==> config.mk <==
export PLATFORM = sky130hd
export DESIGN_NAME = frame_axis_packer
export DESIGN_NICKNAME = d
export VERILOG_FILES = /design/src/rtl/frotaegis_pkg.sv /design/src/rtl/axis_word_fifo.sv /design/src/rtl/frame_axis_packer.sv
export SDC_FILE = /design/constraint.sdc
export NUM_CORES = 1
export LEC_CHECK = 0
export BUFFER_PORTS_ARGS = -buffer_cell sky130_fd_sc_hd__buf_2
export CORE_ASPECT_RATIO = 0.6
export CORE_MARGIN = 10
export CORE_UTILIZATION = 40
export DETAILED_ROUTE_END_ITERATION = 16
export SYNTH_ARGS = -nofsm -noshare
export SYNTH_HDL_FRONTEND = slang
export SYNTH_SLANG_ARGS = --single-unit
==> constraint.sdc <==
create_clock -name clk -period 4.3 [get_ports clk]
set_input_delay 0.215 -clock clk [delete_from_list [all_inputs] [get_ports clk]]
set_output_delay 0.215 -clock clk [all_outputs]
set_load 0.01 [all_outputs]
==> src/rtl/frotaegis_pkg.sv <==
// Shared constants, FSM encoding and frame sizing helper for the Frotaegis frame-to-AXIS path.
package frotaegis_pkg;

  localparam int AXIS_WIDTH = 32;
  localparam logic [3:0] AXIS_KEEP = 4'hF;

  typedef enum logic [1:0] {
    ST_IDLE = 2'd0,
    ST_PACK = 2'd1,
    ST_DROP = 2'd2
  } state_t;

  function automatic int words_per_frame(input int data_size, input int length);
    int spw;
    spw = AXIS_WIDTH / data_size;
    return (length + spw - 1) / spw;
  endfunction

endpackage

==> src/rtl/axis_word_fifo.sv <==
// Synchronous word FIFO with a registered output stage; count includes the word held at the output.
module axis_word_fifo #(
  parameter int DEPTH = 16,
  parameter int ADD   = 4,
  parameter int WIDTH = 33
) (
  input  logic             clk,
  input  logic             rst,
  input  logic             wr_en,
  input  logic [WIDTH-1:0] wr_data,
  input  logic             rd_en,
  output logic [WIDTH-1:0] rd_data,
  output logic             rd_valid,
  output logic [ADD:0]     count
);

  logic [WIDTH-1:0] mem [DEPTH];
  logic [ADD-1:0]   wr_ptr, rd_ptr;
  logic [ADD:0]     mem_cnt;
  logic             pop, load, from_mem, bypass, to_mem;

  always_comb begin
    pop      = rd_valid & rd_en;
    load     = !rd_valid | pop;
    from_mem = load & (mem_cnt != '0);
    // An empty backing store lets a new word go straight to the output register.
    bypass   = load & (mem_cnt == '0) & wr_en;
    to_mem   = wr_en & !bypass;
  end

  always_ff @(posedge clk) begin
    if (to_mem) mem[wr_ptr] <= wr_data;
  end

  always_ff @(posedge clk) begin
    if (rst) begin
      wr_ptr   <= '0;
      rd_ptr   <= '0;
      mem_cnt  <= '0;
      count    <= '0;
      rd_valid <= 1'b0;
      rd_data  <= '0;
    end else begin
      if (to_mem) wr_ptr <= wr_ptr + 1'b1;
      if (from_mem) begin
        rd_data  <= mem[rd_ptr];
        rd_ptr   <= rd_ptr + 1'b1;
        rd_valid <= 1'b1;
      end else if (bypass) begin
        rd_data  <= wr_data;
        rd_valid <= 1'b1;
      end else if (load) begin
        rd_valid <= 1'b0;
      end
      mem_cnt <= mem_cnt + {{ADD{1'b0}}, to_mem} - {{ADD{1'b0}}, from_mem};
      count   <= count + {{ADD{1'b0}}, wr_en} - {{ADD{1'b0}}, pop};
    end
  end

  always_ff @(posedge clk) begin
    if (!rst && wr_en) assert (count < (ADD + 1)'(DEPTH));
  end

endmodule

==> src/rtl/frame_axis_packer.sv <==
// Packs Frotaegis frame samples into 32-bit AXI-Stream words, admitting or dropping whole frames.
// Optional build macro FRAME_STATS_EN adds FrameCnt/DropCnt frame statistics outputs.
module frame_axis_packer
  import frotaegis_pkg::*;
#(
  parameter int DATA_SIZE   = 4,
  parameter int LENGTH      = 64,
  parameter int LENGTH_SIZE = 6,
  parameter int FIFO_DEPTH  = 16,
  parameter int FIFO_ADD    = 4
) (
  input  logic                   clk,
  input  logic                   rst,
  input  logic [DATA_SIZE-1:0]   FramData,
  input  logic [LENGTH_SIZE-1:0] FramAdd,
  input  logic                   FramEn,
  output logic [31:0]            m_axis_tdata,
  output logic [3:0]             m_axis_tkeep,
  output logic                   m_axis_tlast,
  output logic                   m_axis_tvalid,
  input  logic                   m_axis_tready,
  output logic                   FrameDrop,
  output logic                   SeqErr,
  input  logic                   ClrErr
`ifdef FRAME_STATS_EN
  ,
  output logic [15:0]            FrameCnt,
  output logic [15:0]            DropCnt
`endif
);

  localparam int SPW   = AXIS_WIDTH / DATA_SIZE;
  localparam int WORDS = words_per_frame(DATA_SIZE, LENGTH);

  state_t                  state;
  logic [LENGTH_SIZE-1:0]  exp_idx;
  logic [AXIS_WIDTH-1:0]   acc, packed_word, pad_word, word_p0;
  logic                    vld_p0, last_p0;
  logic [FIFO_ADD:0]       fifo_count;
  logic [AXIS_WIDTH:0]     fifo_out;
  logic                    fifo_vld;
  int                      slot, exp_slot;
  logic                    admit, is_last, word_full;

  always_comb begin
    slot      = int'(FramAdd) % SPW;
    exp_slot  = int'(exp_idx) % SPW;
    is_last   = (FramAdd == LENGTH_SIZE'(LENGTH - 1));
    word_full = (slot == SPW - 1);
    // Slot 0 starts a fresh word, so a short final word is naturally zero-padded.
    packed_word = (slot == 0) ? '0 : acc;
    for (int j = 0; j < SPW; j++) begin
      if (j == slot) packed_word[j*DATA_SIZE +: DATA_SIZE] = FramData;
    end
    pad_word = (exp_slot == 0) ? '0 : acc;
    // The word registered in vld_p0 is not yet counted by the FIFO.
    admit = (int'(fifo_count) + int'(vld_p0) + WORDS) <= FIFO_DEPTH;
  end

  // Stage p0: sample capture, FSM and word hand-off to the FIFO
  always_ff @(posedge clk) begin
    if (rst) begin
      state     <= ST_IDLE;
      exp_idx   <= '0;
      acc       <= '0;
      word_p0   <= '0;
      vld_p0    <= 1'b0;
      last_p0   <= 1'b0;
      FrameDrop <= 1'b0;
      SeqErr    <= 1'b0;
    end else begin
      vld_p0    <= 1'b0;
      last_p0   <= 1'b0;
      FrameDrop <= 1'b0;
      if (ClrErr) SeqErr <= 1'b0;
      case (state)
        ST_IDLE: begin
          if (FramEn) begin
            if (FramAdd == '0) begin
              if (admit) begin
                acc     <= packed_word;
                exp_idx <= LENGTH_SIZE'(1);
                if (word_full || is_last) begin
                  word_p0 <= packed_word;
                  vld_p0  <= 1'b1;
                  last_p0 <= is_last;
                end
                state <= is_last ? ST_IDLE : ST_PACK;
              end else begin
                FrameDrop <= 1'b1;
                state     <= is_last ? ST_IDLE : ST_DROP;
              end
            end else begin
              SeqErr <= 1'b1;
            end
          end
        end
        ST_PACK: begin
          if (FramEn) begin
            if (FramAdd != exp_idx) begin
              SeqErr  <= 1'b1;
              word_p0 <= pad_word;
              vld_p0  <= 1'b1;
              last_p0 <= 1'b1;
              state   <= ST_IDLE;
            end else begin
              acc     <= packed_word;
              exp_idx <= exp_idx + 1'b1;
              if (word_full || is_last) begin
                word_p0 <= packed_word;
                vld_p0  <= 1'b1;
                last_p0 <= is_last;
              end
              if (is_last) state <= ST_IDLE;
            end
          end
        end
        ST_DROP: begin
          if (FramEn && is_last) state <= ST_IDLE;
        end
        default: state <= ST_IDLE;
      endcase
    end
  end

  // Stage p1: word FIFO with registered AXIS output
  axis_word_fifo #(
    .DEPTH (FIFO_DEPTH),
    .ADD   (FIFO_ADD),
    .WIDTH (AXIS_WIDTH + 1)
  ) u_fifo (
    .clk      (clk),
    .rst      (rst),
    .wr_en    (vld_p0),
    .wr_data  ({last_p0, word_p0}),
    .rd_en    (m_axis_tready),
    .rd_data  (fifo_out),
    .rd_valid (fifo_vld),
    .count    (fifo_count)
  );

  assign m_axis_tdata  = fifo_out[AXIS_WIDTH-1:0];
  assign m_axis_tlast  = fifo_out[AXIS_WIDTH];
  assign m_axis_tvalid = fifo_vld;
  assign m_axis_tkeep  = AXIS_KEEP;

`ifdef FRAME_STATS_EN
  always_ff @(posedge clk) begin
    if (rst || ClrErr) begin
      FrameCnt <= '0;
      DropCnt  <= '0;
    end else begin
      if (m_axis_tvalid && m_axis_tready && m_axis_tlast) FrameCnt <= FrameCnt + 16'd1;
      if (FrameDrop) DropCnt <= DropCnt + 16'd1;
    end
  end
`endif

endmodule

==> summary.txt <==
Drt
  – DRC Markers: 0
  – Detail Route Antenna Nets: 0
  – Total number of vias: roughly 14000
  – Via-per-instance ratio: 5.76
  – Routed WL: approximately 64000 microns
  – Starting DRC count in detailed routing: approximately 1500
  – 1st-pass router iterations: 5
  – WL/cell: 26.4 microns

Pwr
  – Pwr/cell area: roughly 530 nW/um^2
  – Total Power: around 16 mW
  – Peak VDD IR: slightly above 0.0003 V
  – Leakage: approximately 9 nW

Die
  – Die H: 217 microns
  – Initial Utilization: just over 40%
  – I/O pins: 55
  – Die ar.: between 70000 and 80000 sq um
  – Core area: between 60000 and 70000 sq um
  – Die X: 349 microns
  – Num rows: 72

Clock network
  – H-tree depth: 2
  – Cts bufs inserted: 58
  – Post_cts resized: 0
  – CTS sink count: 660
  – Clk root buf: clkbuf_16
  – Clk slew on worst S/H paths: 0.07 ns
  – Clk buf depth: 3
  – CTS tree: yes
  – Hold buffers post-CTS: 6
  – Latest clock arrival within the worst-skew pair: around 0.63 ns
  – Post-CTS Setup Bufs: 0

Critical path
  – R2R Path Start: vld_p0
  – Critical path origin: vld_p0
  – Worst reg2reg endpoint: word_p0[13]
  – Req. time, crit path: 4.80 ns
  – WS Path Type: reg -> reg
  – Reg2Reg Depth: 6
  – R2R setup slack: about 1.3 ns
  – Most frequent CP cell: ha_1
  – Slowest cell on the critical path: nor4_1
  – Crit path largest cell delay: 0.74 ns
  – CP Cell Sequence: ha_1, ha_1, nor4_1, o2111ai_2, a32o_2, a22o_1
  – Critical Path AT: around 3.5 ns
  – Crit. End Element: flop
  – Crit path max fanout: 32
  – Startpoint Class: flop

Place
  – Final Wtd Congestion: between 0.8 and 0.9
  – Placed cells: about 2300
  – Placed cell area: approximately 27000 sq um
  – Hpwl dp: between 30000 and 40000 microns
  – Pre-CTS setup slack: ~1.3 ns
  – Buffers on Ports: 50

GRT
  – Initial antenna violation count: 2
  – Pin count of the biggest net entering global routing: 44
  – Global route overflow: 0
  – Vias in the first global route: 13880
  – First-pass GRT wire length: around 95000 microns
  – GR Util All Layers: between 10% and 20%

Synthesis
  – Yosys warns: 0
  – Area of the mapped netlist: between 20000 and 30000 sq um
  – Commonest cells post-synth: edfxtp_1, mux4_2, dfxtp_1, nor2_1, clkbuf_1
  – EDFF count, synth: approximately 530
  – Top cell type's share of synthesized area: approximately three fifths
  – Ys async rst share: 0%
  – Yosys top cell by area: edfxtp_1
  – Netlist cell types: 63
  – #FFs+latches synth: 660
  – Register area share after synthesis: 71.3%
  – Largest cells by area after synthesis: edfxtp_1, mux4_2, dfxtp_1
  – Top FF cell, synth: edfxtp_1
  – Cell with the most instances after synthesis: edfxtp_1
  – Syn_area_per_cell: about 18 sq um
  – Cells after Synth: ~1400

Hold path
  – Worst Min Path Start: FramAdd[5]
  – Min-Delay Endpoint: state[0]
  – Worst hold path depth: 4
  – Worst Hold Class: in -> reg

STA
  – Clock skew: 0.0293 ns
  – Tcrit/Tclk final: a little over two thirds
  – Final setup fails: 0
  – Sum Neg Setup Slack: 0 ns
  – Max Slew Vio Count: 0
  – Final worst slack: about 1.3 ns
  – Tmin final: 3.00 ns
  – Hold WS: around 0.038 ns
  – Fin. Hold Viols: 0
  – RSZ-0062 raised after global routing: false
  – Worst slew pin tran: 1.16 ns
  – Slew HR: 22.6%
  – Fmax: between 300 and 400 MHz

Layout
  – Layout cells sized above 1: between 20 and 30%
  – Synth-to-Final Area Change: 13.1%
  – Final core occ: a little under half
  – Final Cell Area: between 20000 and 30000 sq um
  – Layout Cells excl Fill: about 2400
  – Nets@finish: about 1500

Flow run
  – Number of max-cap violations: 0

Outcome
  – Status: complete, no violations
## cells by family (layout without fill, tap and decap cells)
logic type / after synthesis / after routing / share of synthesized area [%]
XOR/XNOR: 23 / 23 / 0.777
AND/OR/NAND/NOR: 290 / 290 / 5.52
other: 1 / 5 / 0.0145
multiplexers: 181 / 181 / 14.9
flip-flops: 660 / 660 / 71.3
buffers and inverters: 121 / 241 / 2.06
AO/OA/AOI/OAI: 133 / 133 / 4.10
adder cells (fa/ha/maj): 25 / 25 / 1.26
## worst max-delay path: cells and delay by family (launching register included)
family          cells  cell delay [ns]
simple gates        1             0.74
compound gates      3             1.18
flops               1             0.46
fa+ha+maj           2             0.49
## state kept, by name, indices dropped and copies added (netlist names), named ones only
signal,flops
FrameDrop,1
SeqErr,1
acc,32
exp_idx,6
last_p0,1
state,2
u_fifo.count,5
u_fifo.mem,528
u_fifo.mem_cnt,5
u_fifo.rd_data,33
u_fifo.rd_ptr,4
u_fifo.rd_valid,1
u_fifo.wr_ptr,4
vld_p0,1
word_p0,32
## routing by layer
metal / track usage (%) / vias to the layer above / routed length (microns)
met2: 25.1 / 513 / 28600
met1: 25.0 / 7380 / 29500
met5: 0 / - / 0
met3: 3.51 / 66 / 4670
met4: 3.13 / 0 / 861
li1: - / 5917 / -
## worst max path at each step
stage                                   end  cells past startpoint
after detailed placement        word_p0[25]                      6
after global routing      u_fifo.mem_cnt[4]                     12
final                           word_p0[13]                      6
after CTS                           acc[19]                      6
after floorplan            u_fifo.mem[3][0]                      6
after global placement    u_fifo.mem_cnt[4]                     14
## layout make-up
type | count | area, sq um
Fill cell | 5508 | 35000
Sequential cell | 660 | 18500
Multi-Input combinational cell | 656 | 7050
Clock buffer | 65 | 1510
Tap cell | 851 | 1060
Timing Repair Buffer | 96 | 651
Clock inverter | 45 | 425
Inverter | 35 | 131
Antenna cell | 1 | 2.50
## layout by cell type, fill, tap and decap left out, drive strengths merged, types with 5 or more instances in the layout
cell         count
a211oi          11
a21o             7
a21oi           27
a22o            24
a22oi            9
a31oi            8
buf             90
bufinv           7
clkbuf          65
clkinv          31
dfxtp          132
dlygate4sd3      6
edfxtp         528
ha              23
inv             38
mux2i           16
mux4           165
nand2           39
nand2b           5
nand3           20
nand4            9
nor2           109
nor2b            7
nor3            43
nor4            35
o21ai            5
o2bb2ai          9
o311ai           5
o32ai            8
or4b             5
xnor2           11
xor2            12
## power by group
| group | switching (mW) | leakage, nW | internal, mW |
|---|---|---|---|
| Combinational | 1.63 | 2.31 | 1.30 |
| Clock | 2.38 | 0.952 | 2.96 |
| Sequential | 0.338 | 5.52 | 7.00 |
| Total | 4.34 | 8.78 | 11.3 |
Note: power is estimated with default switching activity, not from simulation.
